File: src/rtl/coffee_pkg.sv
// Shared definitions for the coffee machine: controller states, default
// stage lengths and the stage-timer width.
package coffee_pkg;

  // Controller states of the shared brew unit.
  typedef enum logic [2:0] {
    ST_IDLE  = 3'd0,
    ST_GRIND = 3'd1,
    ST_BREW  = 3'd2,
    ST_MILK  = 3'd3,
    ST_DONE  = 3'd4,
    ST_ABORT = 3'd5
  } brew_state_t;

  // Default number of cycles each actuator stays on per order.
  localparam int DEF_GRIND_CYC = 4;
  localparam int DEF_BREW_CYC  = 8;
  localparam int DEF_MILK_CYC  = 3;

  // Stage timer width; every stage length fits in 1..15.
  localparam int TIMER_W = 4;

  // Timer counts down to zero on the last cycle of a stage, so a stage of
  // n cycles is entered with n-1 loaded.
  function automatic logic [TIMER_W-1:0] stage_load(input int cycles);
    return TIMER_W'(cycles - 1);
  endfunction

endpackage

File: src/rtl/rr_arbiter.sv
// Combinational round-robin selector: grants the requesting station closest
// to the pointer, searching upward from the pointer and wrapping around.
module rr_arbiter #(
  parameter int N_REQ = 4,
  parameter int PTR_W = (N_REQ > 1) ? $clog2(N_REQ) : 1
) (
  input  logic [N_REQ-1:0] req,
  input  logic [PTR_W-1:0] ptr,
  output logic [N_REQ-1:0] grant
);

  // Scan from the farthest station to the nearest; the nearest request
  // found last overwrites any earlier candidate, leaving a one-hot grant.
  always_comb begin
    grant = '0;
    for (int k = N_REQ - 1; k >= 0; k--) begin
      if (req[(int'(ptr) + k) % N_REQ]) begin
        grant = '0;
        grant[(int'(ptr) + k) % N_REQ] = 1'b1;
      end
    end
  end

endmodule

File: src/rtl/brew_arbiter.sv
// Shared brew unit controller: picks one order station round-robin and
// sequences grinder, pump and milk valve for it, finishing with a one-cycle
// done or abort pulse. All outputs decode from registered state.
module brew_arbiter
  import coffee_pkg::*;
#(
  parameter int N_REQ     = 4,
  parameter int GRIND_CYC = DEF_GRIND_CYC,
  parameter int BREW_CYC  = DEF_BREW_CYC,
  parameter int MILK_CYC  = DEF_MILK_CYC
) (
  input  logic             clk,
  input  logic             reset,
  input  logic             power_on,
  input  logic             milk_present,
  input  logic [N_REQ-1:0] req,
  input  logic [N_REQ-1:0] milk_sel,
  output logic [N_REQ-1:0] gnt,
  output logic [N_REQ-1:0] done,
  output logic [N_REQ-1:0] abort,
  output logic             grinder_en,
  output logic             pump_en,
  output logic             milk_valve_en,
  output logic             busy
);

  localparam int PTR_W = (N_REQ > 1) ? $clog2(N_REQ) : 1;
  localparam logic [TIMER_W-1:0] GRIND_LOAD = stage_load(GRIND_CYC);
  localparam logic [TIMER_W-1:0] BREW_LOAD  = stage_load(BREW_CYC);
  localparam logic [TIMER_W-1:0] MILK_LOAD  = stage_load(MILK_CYC);
  localparam logic [PTR_W-1:0]   LAST_IDX   = PTR_W'(N_REQ - 1);

  brew_state_t        state_reg, state_next;
  logic [TIMER_W-1:0] timer_reg, timer_next;
  logic [PTR_W-1:0]   ptr_reg,   ptr_next;
  logic [PTR_W-1:0]   idx_reg,   idx_next;
  logic [N_REQ-1:0]   gnt_reg,   gnt_next;
  logic               milk_reg,  milk_next;

  logic [N_REQ-1:0]   arb_grant;
  logic [PTR_W-1:0]   arb_idx;

  rr_arbiter #(
    .N_REQ (N_REQ),
    .PTR_W (PTR_W)
  ) u_rr_arbiter (
    .req   (req),
    .ptr   (ptr_reg),
    .grant (arb_grant)
  );

  // Convert the one-hot arbiter result into a station index for the pointer.
  always_comb begin
    arb_idx = '0;
    for (int k = 0; k < N_REQ; k++) begin
      if (arb_grant[k]) arb_idx = PTR_W'(k);
    end
  end

  // State, timer, pointer, grant and latched milk choice registers.
  always_ff @(posedge clk or posedge reset) begin
    if (reset) begin
      state_reg <= ST_IDLE;
      timer_reg <= '0;
      ptr_reg   <= '0;
      idx_reg   <= '0;
      gnt_reg   <= '0;
      milk_reg  <= 1'b0;
    end else begin
      state_reg <= state_next;
      timer_reg <= timer_next;
      ptr_reg   <= ptr_next;
      idx_reg   <= idx_next;
      gnt_reg   <= gnt_next;
      milk_reg  <= milk_next;
    end
  end

  // Next-state logic: power loss beats every stage transition; the timer
  // reloads on each state entry and only counts down while non-zero.
  always_comb begin
    state_next = state_reg;
    timer_next = timer_reg;
    ptr_next   = ptr_reg;
    idx_next   = idx_reg;
    gnt_next   = gnt_reg;
    milk_next  = milk_reg;

    case (state_reg)
      ST_IDLE: begin
        if (power_on && (|req)) begin
          state_next = ST_GRIND;
          timer_next = GRIND_LOAD;
          gnt_next   = arb_grant;
          idx_next   = arb_idx;
          milk_next  = |(milk_sel & arb_grant);
        end
      end

      ST_GRIND: begin
        if (!power_on) begin
          state_next = ST_ABORT;
          timer_next = '0;
        end else if (timer_reg == '0) begin
          state_next = ST_BREW;
          timer_next = BREW_LOAD;
        end else begin
          timer_next = timer_reg - 1'b1;
        end
      end

      ST_BREW: begin
        if (!power_on) begin
          state_next = ST_ABORT;
          timer_next = '0;
        end else if (timer_reg == '0) begin
          if (!milk_reg) begin
            state_next = ST_DONE;
            timer_next = '0;
          end else if (milk_present) begin
            state_next = ST_MILK;
            timer_next = MILK_LOAD;
          end else begin
            state_next = ST_ABORT;
            timer_next = '0;
          end
        end else begin
          timer_next = timer_reg - 1'b1;
        end
      end

      ST_MILK: begin
        if (!power_on || !milk_present) begin
          state_next = ST_ABORT;
          timer_next = '0;
        end else if (timer_reg == '0) begin
          state_next = ST_DONE;
          timer_next = '0;
        end else begin
          timer_next = timer_reg - 1'b1;
        end
      end

      ST_DONE, ST_ABORT: begin
        // Service finished either way: release the grant and hand top
        // priority to the station after the one just served.
        state_next = ST_IDLE;
        timer_next = '0;
        gnt_next   = '0;
        milk_next  = 1'b0;
        ptr_next   = (idx_reg == LAST_IDX) ? '0 : idx_reg + PTR_W'(1);
      end

      default: begin
        state_next = ST_IDLE;
        timer_next = '0;
        gnt_next   = '0;
        milk_next  = 1'b0;
      end
    endcase
  end

  // Moore output decode from the registered state and grant.
  always_comb begin
    gnt           = gnt_reg;
    done          = '0;
    abort         = '0;
    grinder_en    = (state_reg == ST_GRIND);
    pump_en       = (state_reg == ST_BREW);
    milk_valve_en = (state_reg == ST_MILK);
    busy          = (state_reg != ST_IDLE);
    if (state_reg == ST_DONE)  done  = gnt_reg;
    if (state_reg == ST_ABORT) abort = gnt_reg;
  end

endmodule

File: config.mk
export PLATFORM = sky130hd
export DESIGN_NAME = brew_arbiter
export DESIGN_NICKNAME = d
export VERILOG_FILES = /design/src/rtl/coffee_pkg.sv /design/src/rtl/rr_arbiter.sv /design/src/rtl/brew_arbiter.sv
export SDC_FILE = /design/constraint.sdc
export NUM_CORES = 1
export LEC_CHECK = 0
export CAP_MARGIN = 20
export CORE_MARGIN = 2
export CORE_UTILIZATION = 45
export DETAILED_ROUTE_END_ITERATION = 12
export HOLD_SLACK_MARGIN = 0.02
export PLACE_DENSITY = 0.73
export SETUP_SLACK_MARGIN = 0.3
export SLEW_MARGIN = 20
export SYNTH_ARGS = -nofsm -noshare
export SYNTH_HDL_FRONTEND = slang
export SYNTH_SLANG_ARGS = --single-unit
export TNS_END_PERCENT = 30
File: constraint.sdc
create_clock -name clk -period 2.2 [get_ports clk]
set_input_delay 0.44 -clock clk [delete_from_list [all_inputs] [get_ports clk]]
set_output_delay 0.44 -clock clk [all_outputs]
set_load 0.01 [all_outputs]
==> results of run 1 <==
## cell usage after synthesis
| master | instances |
|---|---|
| nor2_1 | 19 |
| dfrtp_1 | 16 |
| nand2_1 | 14 |
| inv_1 | 13 |
| a21oi_1 | 10 |
| and3_1 | 9 |
| ha_1 | 9 |
| o21ai_0 | 9 |
| clkbuf_1 | 5 |
| nand2b_1 | 5 |
| mux2i_1 | 4 |
| mux4_2 | 4 |
| nor3_1 | 4 |
| a22o_1 | 3 |
| a22oi_1 | 3 |
| nand3_1 | 3 |
| o22ai_1 | 3 |
| a211o_1 | 2 |
| a21o_1 | 2 |
| mux2_2 | 2 |
| nor2b_1 | 2 |
| o31ai_1 | 2 |
| a2111oi_0 | 1 |
| a2111oi_4 | 1 |
| a21boi_1 | 1 |
| a221oi_2 | 1 |
| a31o_1 | 1 |
| a41oi_1 | 1 |
| and3b_1 | 1 |
| buf_6 | 1 |
| nand3b_1 | 1 |
| nor3b_1 | 1 |
| nor4_1 | 1 |
| o2111ai_1 | 1 |
| o21ai_1 | 1 |
| o221ai_1 | 1 |
| o311a_1 | 1 |
| o311ai_0 | 1 |
| o41a_1 | 1 |
| or2b_1 | 1 |
| or3_1 | 1 |
## worst register-to-register path: cells and delay by family (launching register included)
family          cells  cell delay (ns)
simple gates        2             0.32
buf+inv             2             0.25
compound gates      2             0.47
fa+ha+maj           1             0.24
flops               1             0.42
mux                 1             0.35
## repair_timing
action | 4_1_cts | 5_1_grt
setup endpoints to repair | 23 | 23
pin swaps | 1 | 6
gates resized for setup | 12 | 27
buffers inserted | 3 | 5
hold buffers | 0 | 0
## layout make-up
| cell class | count | share of cell area |
|---|---|---|
| Inverter | 13 | 0.0252 |
| Multi-Input combinational cell | 127 | 0.496 |
| Sequential cell | 16 | 0.199 |
| Clock buffer | 4 | 0.0178 |
| Tap cell | 33 | 0.0203 |
| Timing Repair Buffer | 54 | 0.242 |
## final timing paths
kind,end
worst max-delay path,milk_reg$_DFFE_PP0P_
worst min-delay path,milk_reg$_DFFE_PP0P_
worst max register to register,milk_reg$_DFFE_PP0P_
worst min register to register,gnt[0]$_DFFE_PP0P_
max in group asynchronous,ptr_reg[1]$_DFFE_PP0P_
min in group clk,gnt[0]$_DFFE_PP0P_
## layer usage
| metal | part of all wire | vias up |
|---|---|---|
| met3 | 0.042 | 12 |
| met5 | 0 | - |
| met1 | 0.40 | 701 |
| met4 | 0.028 | 0 |
| met2 | 0.53 | 54 |
| li1 | - | 697 |
## where the power goes
group | total, mW | switching (mW) | internal [mW]
Combinational | 2.29 | 1.15 | 1.14
Clock | 0.199 | 0.0981 | 0.101
Sequential | 0.611 | 0.175 | 0.437
## stage by stage
step,instances,power [mW]
after floorplan,162,1.82
after global placement,235,2.41
after detailed placement,235,2.49
after CTS,242,2.77
after global routing,247,3.33
final,247,3.10
## kinds of logic (layout without fill, tap and decap cells)
group                      Yosys count  in the layout  synth area share
DFF                                 16             16             0.289
buffers and inverters               19             71            0.0569
and+or+nand+nor                     62             62             0.218
AOI/OAI and AO/OA                   46             46             0.245
adders and majority gates            9              9            0.0812
muxes                               10             10             0.110
==> results.txt, run 1 <==
----------------------------------------------------
[Outcome]
  Outcome ... complete, no violations

[Global route]
  Met1 Resource Use GR ... 0.307
  Met2 layer usage reported by global route ... 0.473
  Pin count of the biggest net entering global routing ... 17
  Antenna violations before repair ... 0
  Number of global-route vias before repair ... about 1.5k
  Aggregate global-route resource usage ... 0.261
  Busiest layer in global routing ... met2
  Total gr overflow ... 0
  Wire length of the first global-routing pass ... just under 7000 um
  Met3 demand-to-capacity share in global routing ... 0.0349

[STA]
  Highest clock rate ... 463 MHz
  Max Transition Viols Final ... 0
  Tightest Pin Transition ... 0.605 ns
  Rel. slew slack ... 0.596
  Period minus WS final ... 2.16 ns
  Worst Clk Skew ... roughly 0.009 ns
  Final period util ... 0.981
  Setup Total Neg Slack ... 0 ns
  Final setup vio count ... 0
  Unrepaired setup endpoints after global routing ... true
  Hold Fails Final Rpt ... 0
  WHS ... 0.506 ns
  Min setup slack post-route ... 0.0417 ns

[Critical path]
  Cells along the critical path ... inv_1, ha_4, mux4_2, or2b_1, inv_1, nor2_2, a31o_1, a211o_1
  Worst r2r src ... ptr_reg[1]$_DFFE_PP0P_
  Kind of end point of the critical path ... register
  Data arrival, critical path ... 2.35 ns
  Number of cells on the worst reg-to-reg path ... 8
  Crit path required time ... about 2.4 ns
  Critical Path Max Stage Delay ... 0.42 ns
  Worst-path fanout max ... 6
  Critical path buffer and inverter count ... 2
  Startpoint type of the worst setup path ... register
  Cell type group with the largest total delay on the critical path ... compound AO/OA/AOI/OAI gates
  Worst R2R Setup Slack ... around 0.042 ns
  Origin of the worst setup path ... ptr_reg[1]$_DFFE_PP0P_
  Depth of the critical timing path with buffers and inverters included ... 8
  Cell with the most instances on the worst path ... inv_1
  Path type of the worst setup path ... register to register
  CP max stage cell ... dfrtp_2

[Placement]
  DP Wirelength ... 3090 um
  IO buf count ... 27
  Global placer's final weighted congestion ... approximately 0.88
  Placed instance area ... 0.00184 mm^2
  Setup WS pre-CTS ... -0.402 ns

[Synth]
  Area share of the largest cell type after synthesis ... 0.289
  Cell area after technology mapping ... 0.00139 mm^2
  Most area-consuming cells after synthesis ... dfrtp_1 (29%), ha_1 (8.1%), mux4_2 (6.5%)
  Per-instance average area after synthesis ... about 8.6 um^2
  Number of synthesized register bits ... 16
  Yosys cell types ... 41
  Synthesis Warnings ... 0
  Cell count after synthesis ... 162
  Post-synthesis sequential area ratio ... 0.289
  Net count after synthesis ... 183
  Yosys top cell by area ... dfrtp_1

[Routing]
  WL per Instance ... roughly 17 um
  Number of detailed-routing iterations run before antenna repair ... 4
  Total via count after detailed routing ... 1,464
  DRC viols ... 0
  Ratio of routed vias to standard cells ... 5.93
  WL final ... roughly 4200 um
  ANT nets after route ... 0
  Detailed router's first-iteration violation count ... 101

[Die]
  Die height ... 59.5 um
  Initial Utilization ... 0.462
  Die span in x ... 59.5 um
  Total number of placement rows ... 20
  Area of the core ... 0.00300 mm^2
  Number of I/O pins ... 28
  Die area ... 0.00354 mm^2

[Pwr]
  Power Density ... ~1500 mW/mm^2
  Total leakage power ... 1.04 nW
  IR Drop Worst-Case VDD ... 0.716 mV

[Clocking]
  Number of buffers created by CTS ... 3
  TritonCTS clock tree ... done
  Htree depth ... 1
  Worst-skew pair later-pin latency ... about 0.29 ns
  Root buffer cell ... clkbuf_4
  Number of sinks on the clock net ... 16
  Number of buffers between clock root and the deepest sink ... 2
  Clock slew seen by the registers of the worst setup and hold paths ... 0.10 ns

[Finish]
  Layout-stage area growth over the synthesis result ... 47.0%
  Most common cell after layout, fill and taps aside ... buf_4
  Proportion of layout cells with a drive suffix above 1 ... 0.280
  Utilization after layout ... 0.679
  Leading cell types in the layout, fill and taps excluded ... buf_4 (25), nor2_1 (16), nand2_1 (14), clkdlybuf4s50_1 (14), dfrtp_1 (12)
  Antenna diode count ... 0
  Number of nets in the layout ... 236
  Area occupied by multi-input gates ... ~0.0010 mm^2
  Final instance area ... around 0.002 mm^2
  Fill cell total of the finished layout ... ~240
  Sequential cell area ... 405 um^2

[Run]
  Maximum capacitance violations ... 0

[Worst hold path]
  Class of the tightest hold or removal check ... input pin to asynchronous set/reset pin

----------------------------------------------------
(Power assumes the default switching activity.)
==> run 2, diff against run 1 <==
Settings changed: CELL_PAD_IN_SITES_DETAIL_PLACEMENT from default to 1, CELL_PAD_IN_SITES_GLOBAL_PLACEMENT from default to 1, CORE_UTILIZATION 45 to 34, PLACE_DENSITY 0.73 to 0.74.
==> run 2 against run 1 <==
  * The flow now finishes with violations (setup timing)
  * Setup slack got worse by 0.059 ns
  * Hold slack gained 0.020 ns
  * First-iteration DRC count is 25% lower
  * Final cell count grew 5.7%
  * Die area is 30% higher
  * Critical path depth is 2 lower
  * Cell area rose by 0.55%
  * Highest routed layer unchanged
  * Non-clock buffer count fell by 3
  * Fmax fell by 2.7%
  * Count of clock-buffer cells in the layout is the same
  * Clock skew shrank 0.0010 ns
==> results.txt, run 2 (synthesis results as in run 1) <==
----------------------------------------------------
[Finish]
  Leading cell types in the layout, fill and taps excluded ... buf_4 (21), nor2_1 (17), nand2_1 (14)
  Antenna diode count ... 0
  Proportion of layout cells with a drive suffix above 1 ... 0.294
  Utilization after layout ... 0.516
  Final instance area ... 0.00205 mm^2
  Number of nets in the layout ... between 200 and 250
  Fill cell total of the finished layout ... 482
  Most common cell after layout, fill and taps aside ... buf_4
  Layout-stage area growth over the synthesis result ... 47.8%

[STA]
  Min setup slack post-route ... -0.0177 ns
  WHS ... 0.526 ns
  Hold Fails Final Rpt ... 0
  Setup Total Neg Slack ... -0.0177 ns
  Final setup vio count ... 1
  Final period util ... 1.01
  Unrepaired setup endpoints after global routing ... true
  Rel. slew slack ... 0.545
  Highest clock rate ... 451 MHz
  Worst Clk Skew ... around 0.008 ns
  Max Transition Viols Final ... 0
  Tightest Pin Transition ... 0.681 ns
  Period minus WS final ... 2.22 ns

[Routing]
  WL final ... 4540 um
  WL per Instance ... 17.4 um
  Number of detailed-routing iterations run before antenna repair ... 4
  Ratio of routed vias to standard cells ... approximately 5.6
  Total via count after detailed routing ... 1,463
  DRC viols ... 0
  ANT nets after route ... 0
  Detailed router's first-iteration violation count ... 76

[Die]
  Die height ... about 68 um
  Area of the core ... 0.00397 mm^2
  Die span in x ... 67.9 um
  Die area ... 0.00460 mm^2
  Total number of placement rows ... 23
  Number of I/O pins ... 28
  Initial Utilization ... 0.349

[Placement]
  Placed instance area ... between 0.0015 and 0.002 mm^2
  Global placer's final weighted congestion ... 0.875
  IO buf count ... 27
  DP Wirelength ... 3400 um
  Setup WS pre-CTS ... -0.391 ns

[Global route]
  Wire length of the first global-routing pass ... ~7300 um
  Aggregate global-route resource usage ... 0.208
  Antenna violations before repair ... 0
  Pin count of the biggest net entering global routing ... 17
  Total gr overflow ... 0
  Number of global-route vias before repair ... 1,567

[Critical path]
  Data arrival, critical path ... 2.37 ns
  Worst-path fanout max ... 8
  Kind of end point of the critical path ... register
  Crit path required time ... 2.36 ns
  Startpoint type of the worst setup path ... register
  Path type of the worst setup path ... register to register

[Clocking]
  Root buffer cell ... clkbuf_8
  Clock slew seen by the registers of the worst setup and hold paths ... approximately 0.070 ns
  Htree depth ... 1
  Number of buffers between clock root and the deepest sink ... 2
  TritonCTS clock tree ... done
  Number of sinks on the clock net ... 16
  Worst-skew pair later-pin latency ... 0.26 ns
  Number of hold buffers added after CTS ... 0
  Number of buffers created by CTS ... 3

[Outcome]
  Outcome ... complete, but fails checks
  Failing checks ... setup timing

[Pwr]
  P_int ... 1.68 mW
  Clock share of power ... 0.089
  IR Drop Worst-Case VDD ... 0.746 mV
  Switch Pwr ... ~1.4 mW
  Fraction of power consumed by sequential logic ... 0.190
  Total leakage power ... 1.06 nW
  Switching power share of the total ... 0.458
  Power Density ... roughly 1500 mW/mm^2
  Combinational Power Share ... 0.722

[Run]
  Maximum capacitance violations ... 0

[Worst hold path]
  Class of the tightest hold or removal check ... register to register

----------------------------------------------------
## run 2: path summary, 6_finish.rpt
check / slack (ns) / end / cells past startpoint / startpoint
worst max-delay path: -0.02 / milk_reg$_DFFE_PP0P_ / 6 / ptr_reg[0]$_DFFE_PP0P_
worst min-delay path: 0.53 / gnt[3]$_DFFE_PP0P_ / 2 / gnt[3]$_DFFE_PP0P_
worst max register to register: -0.02 / milk_reg$_DFFE_PP0P_ / 6 / ptr_reg[0]$_DFFE_PP0P_
worst min register to register: 0.53 / gnt[3]$_DFFE_PP0P_ / 2 / gnt[3]$_DFFE_PP0P_
max in group asynchronous: 1.14 / ptr_reg[1]$_DFFE_PP0P_ / 2 / reset
min in group asynchronous: 0.57 / gnt[0]$_DFFE_PP0P_ / 2 / reset
## run 2: metal layers
| metal | up-vias | share of wire | track usage |
|---|---|---|---|
| li1 | 692 | - | - |
| met4 | 0 | 0.0057 | 0.0350 |
| met3 | 2 | 0.040 | 0.0329 |
| met1 | 738 | 0.43 | 0.261 |
| met2 | 31 | 0.52 | 0.380 |
| met5 | - | 0 | 0 |
## run 2: power by group through the flow
| stage | clock network [mW] | registers, mW | logic [mW] |
|---|---|---|---|
| after floorplan | 0 | 0.553 | 1.26 |
| after global placement | 0 | 0.565 | 1.94 |
| after detailed placement | 0 | 0.577 | 2.01 |
| after CTS | 0.281 | 0.578 | 2.09 |
| after global routing | 0.289 | 0.615 | 2.45 |
| final | 0.275 | 0.591 | 2.24 |
## run 2: critical path, stage by stage, from the launching register on
cell and delay, ns:
dfrtp_1 0.42, buf_6 0.16, mux4_2 0.60, a221oi_2 0.36, nor2_1 0.09, a31o_1 0.23
a211o_1 0.25
## run 2: final cells by class
cell class	instances	area [um^2]	area share
clock buffers	4	55.1	0.0269
multi-input cells	127	1000	0.490
repair buffers	51	464	0.226
flip-flops and latches	16	405	0.198
well taps	50	62.6	0.0305
inverters	13	58.8	0.0287
## run 2: timing repair
action,CTS,global route
pin swaps,5,4
buffers inserted,0,1
gates resized for setup,17,31
endpoints found under the setup margin,23,22
## run 2: per-stage QoR
stage          cells  power (mW)
4_1_cts          260        2.94
2_1_floorplan    162        1.82
6_report         261        3.11
3_3_place_gp     256        2.50
5_1_grt          261        3.36
3_5_place_dp     256        2.59
==> run 3, diff against run 2 <==
--- a/constraint.sdc
+++ b/constraint.sdc
@@ -3,2 +3,2 @@
 set_output_delay 0.44 -clock clk [all_outputs]
-set_load 0.01 [all_outputs]
+set_load 0.1 [all_outputs]
==> run 3 against run 2 <==
  * The flow now finishes without violations
  * Combinational power is 34% higher
  * Largest cell class unchanged
  * Register-to-register slack better by 0.06 ns
  * Total power is 25% higher
  * Critical path type unchanged
  * Count of clock-buffer cells in the layout is the same
==> results.txt, run 3 (synthesis results as in run 1) <==
----------------------------------------------------
[Outcome]
  Outcome ... complete, no violations

[Clocking]
  Htree depth ... 1
  TritonCTS clock tree ... done
  Number of buffers created by CTS ... 3
  Clock slew seen by the registers of the worst setup and hold paths ... approximately 0.070 ns
  Number of sinks on the clock net ... 16
  Number of hold buffers added after CTS ... 0
  Root buffer cell ... clkbuf_8
  Worst-skew pair later-pin latency ... 0.25 ns
  Number of buffers between clock root and the deepest sink ... 2

[Run]
  Maximum capacitance violations ... 0

[Routing]
  Detailed router's first-iteration violation count ... 57
  Ratio of routed vias to standard cells ... 5.54
  WL final ... approximately 4500 um
  DRC viols ... 0
  ANT nets after route ... 0
  Number of detailed-routing iterations run before antenna repair ... 4
  Total via count after detailed routing ... roughly 1.5k
  WL per Instance ... 17.0 um

[STA]
  Hold Fails Final Rpt ... 0
  Tightest Pin Transition ... 0.661 ns
  Rel. slew slack ... 0.559
  Highest clock rate ... 464 MHz
  Final setup vio count ... 0
  Worst Clk Skew ... 0.0100 ns
  Min setup slack post-route ... 0.0452 ns
  Final period util ... 0.979
  Unrepaired setup endpoints after global routing ... true
  Max Transition Viols Final ... 0
  Period minus WS final ... 2.15 ns

[Worst hold path]
  Worst-case hold path end point ... state_reg[2]$_DFFE_PP0P_
  Class of the tightest hold or removal check ... register to register
  Hold depth ... 1
  HP Start ... state_reg[2]$_DFFE_PP0P_

[Global route]
  Met1 Resource Use GR ... 0.276
  Met3 demand-to-capacity share in global routing ... 0.0148
  Number of global-route vias before repair ... 1,521
  Busiest layer in global routing ... met2
  Met2 layer usage reported by global route ... 0.366
  Wire length of the first global-routing pass ... between 7000 and 8000 um
  Aggregate global-route resource usage ... 0.206
  Antenna violations before repair ... 0
  Pin count of the biggest net entering global routing ... 18
  Total gr overflow ... 0

[Placement]
  Setup WS pre-CTS ... -0.459 ns
  DP Wirelength ... 3530 um
  Global placer's final weighted congestion ... 0.831
  IO buf count ... 27

[Critical path]
  Path type of the worst setup path ... register to register
  Number of cells on the worst reg-to-reg path ... 8
  Cells along the critical path ... inv_4, ha_4, mux2i_2, o22ai_2, a2111oi_4, o22ai_1, a31o_1, a211o_1
  Worst R2R Setup Slack ... 0.05 ns
  Worst r2r src ... ptr_reg[0]$_DFFE_PP0P_
  Critical path buffer and inverter count ... 1
  Critical Path Max Stage Delay ... 0.41 ns
  Data arrival, critical path ... 2.30 ns
  Cell type group with the largest total delay on the critical path ... compound AO/OA/AOI/OAI gates
  Crit path required time ... around 2.3 ns
  Worst flop-to-flop path endpoint ... milk_reg$_DFFE_PP0P_
  Kind of end point of the critical path ... register
  Worst-path fanout max ... 4
  Startpoint type of the worst setup path ... register
  CP max stage cell ... dfrtp_1

[Finish]
  Number of nets in the layout ... around 240
  Antenna diode count ... 0
  Proportion of layout cells with a drive suffix above 1 ... 0.431
  Most common cell after layout, fill and taps aside ... buf_4
  Leading cell types in the layout, fill and taps excluded ... buf_4 (31), nand2_1 (13), nor2_1 (13)
  Layout-stage area growth over the synthesis result ... 59.7%

[Die]
  Die span in x ... 67.9 um
  Die height ... 67.9 um
  Die area ... 0.00460 mm^2
  Initial Utilization ... 0.349
  Number of I/O pins ... 28
  Area of the core ... 0.00397 mm^2
  Total number of placement rows ... 23

[Pwr]
  Power Density ... approximately 1800 mW/mm^2
  Total leakage power ... ~1 nW
  Total power of the final layout ... 3.88 mW
  IR Drop Worst-Case VDD ... 1.20 mV

----------------------------------------------------
-- run 3: cell types whose count changed in the layout (fill, tap and decap cells not counted), moves of 3 or more --
| cell | before | now |
|---|---|---|
| and3_1 | 9 | 1 |
| and3_2 | 0 | 8 |
| buf_12 | 0 | 12 |
| buf_4 | 21 | 31 |
| clkbuf_2 | 3 | 0 |
| clkdlybuf4s50_1 | 11 | 7 |
| dlymetal6s2s_1 | 9 | 0 |
| nor2_1 | 17 | 13 |
-- run 3: layer usage --
layer / vias up / part of all wire
met5: - / 0
met4: 0 / 0.0062
met3: 2 / 0.021
met2: 21 / 0.52
met1: 746 / 0.45
li1: 704 / -
-- run 3: stage by stage --
stage / cell area [um^2] / hold slack [ns] / std cells / utilization / TNS, ns
floorplan: 1450 / 0.354 / 162 / - / 0
global placement: 2010 / 0.477 / 253 / 0.507 / -1.38
detailed placement: 2010 / 0.497 / 253 / 0.507 / -2.30
CTS: 2170 / 0.509 / 265 / 0.546 / 0
global route: 2210 / 0.543 / 266 / 0.558 / -0.0747
finish: 2210 / 0.523 / 266 / 0.558 / 0
-- run 3: cell type report --
| cell class | count | area [um^2] |
|---|---|---|
| Timing Repair Buffer | 56 | 601 |
| Tap cell | 50 | 62.6 |
| Sequential cell | 16 | 405 |
| Multi-Input combinational cell | 127 | 1040 |
| Inverter | 13 | 51.3 |
| Clock buffer | 4 | 55.1 |
| Fill cell | 456 | 1760 |
-- run 3: worst max-delay path by stage --
stage | cells after the start | to | startpoint | slack, ns
2_1_floorplan | 9 | milk_reg$_DFFE_PP0P_ | ptr_reg[0]$_DFFE_PP0P_ | 0.03
3_3_place_gp | 7 | milk_reg$_DFFE_PP0P_ | req[0] | -0.29
3_5_place_dp | 9 | idx_reg[0]$_DFFE_PP0P_ | req[2] | -0.46
4_1_cts | 8 | milk_reg$_DFFE_PP0P_ | ptr_reg[0]$_DFFE_PP0P_ | 0.04
5_1_grt | 8 | milk_reg$_DFFE_PP0P_ | ptr_reg[0]$_DFFE_PP0P_ | -0.05
6_report | 8 | milk_reg$_DFFE_PP0P_ | ptr_reg[0]$_DFFE_PP0P_ | 0.05
-- run 3: where the power goes --
part	leakage, nW	total, mW	switching (mW)	internal (mW)
clock network	0.0288	0.265	0.106	0.159
logic	0.775	3.01	1.75	1.26
registers	0.199	0.607	0.169	0.438
-- run 3: what timing repair did --
item,in CTS,in global routing
setup endpoints to repair,21,22
pin swaps,4,5
setup buffers,8,1
resized for setup,14,17
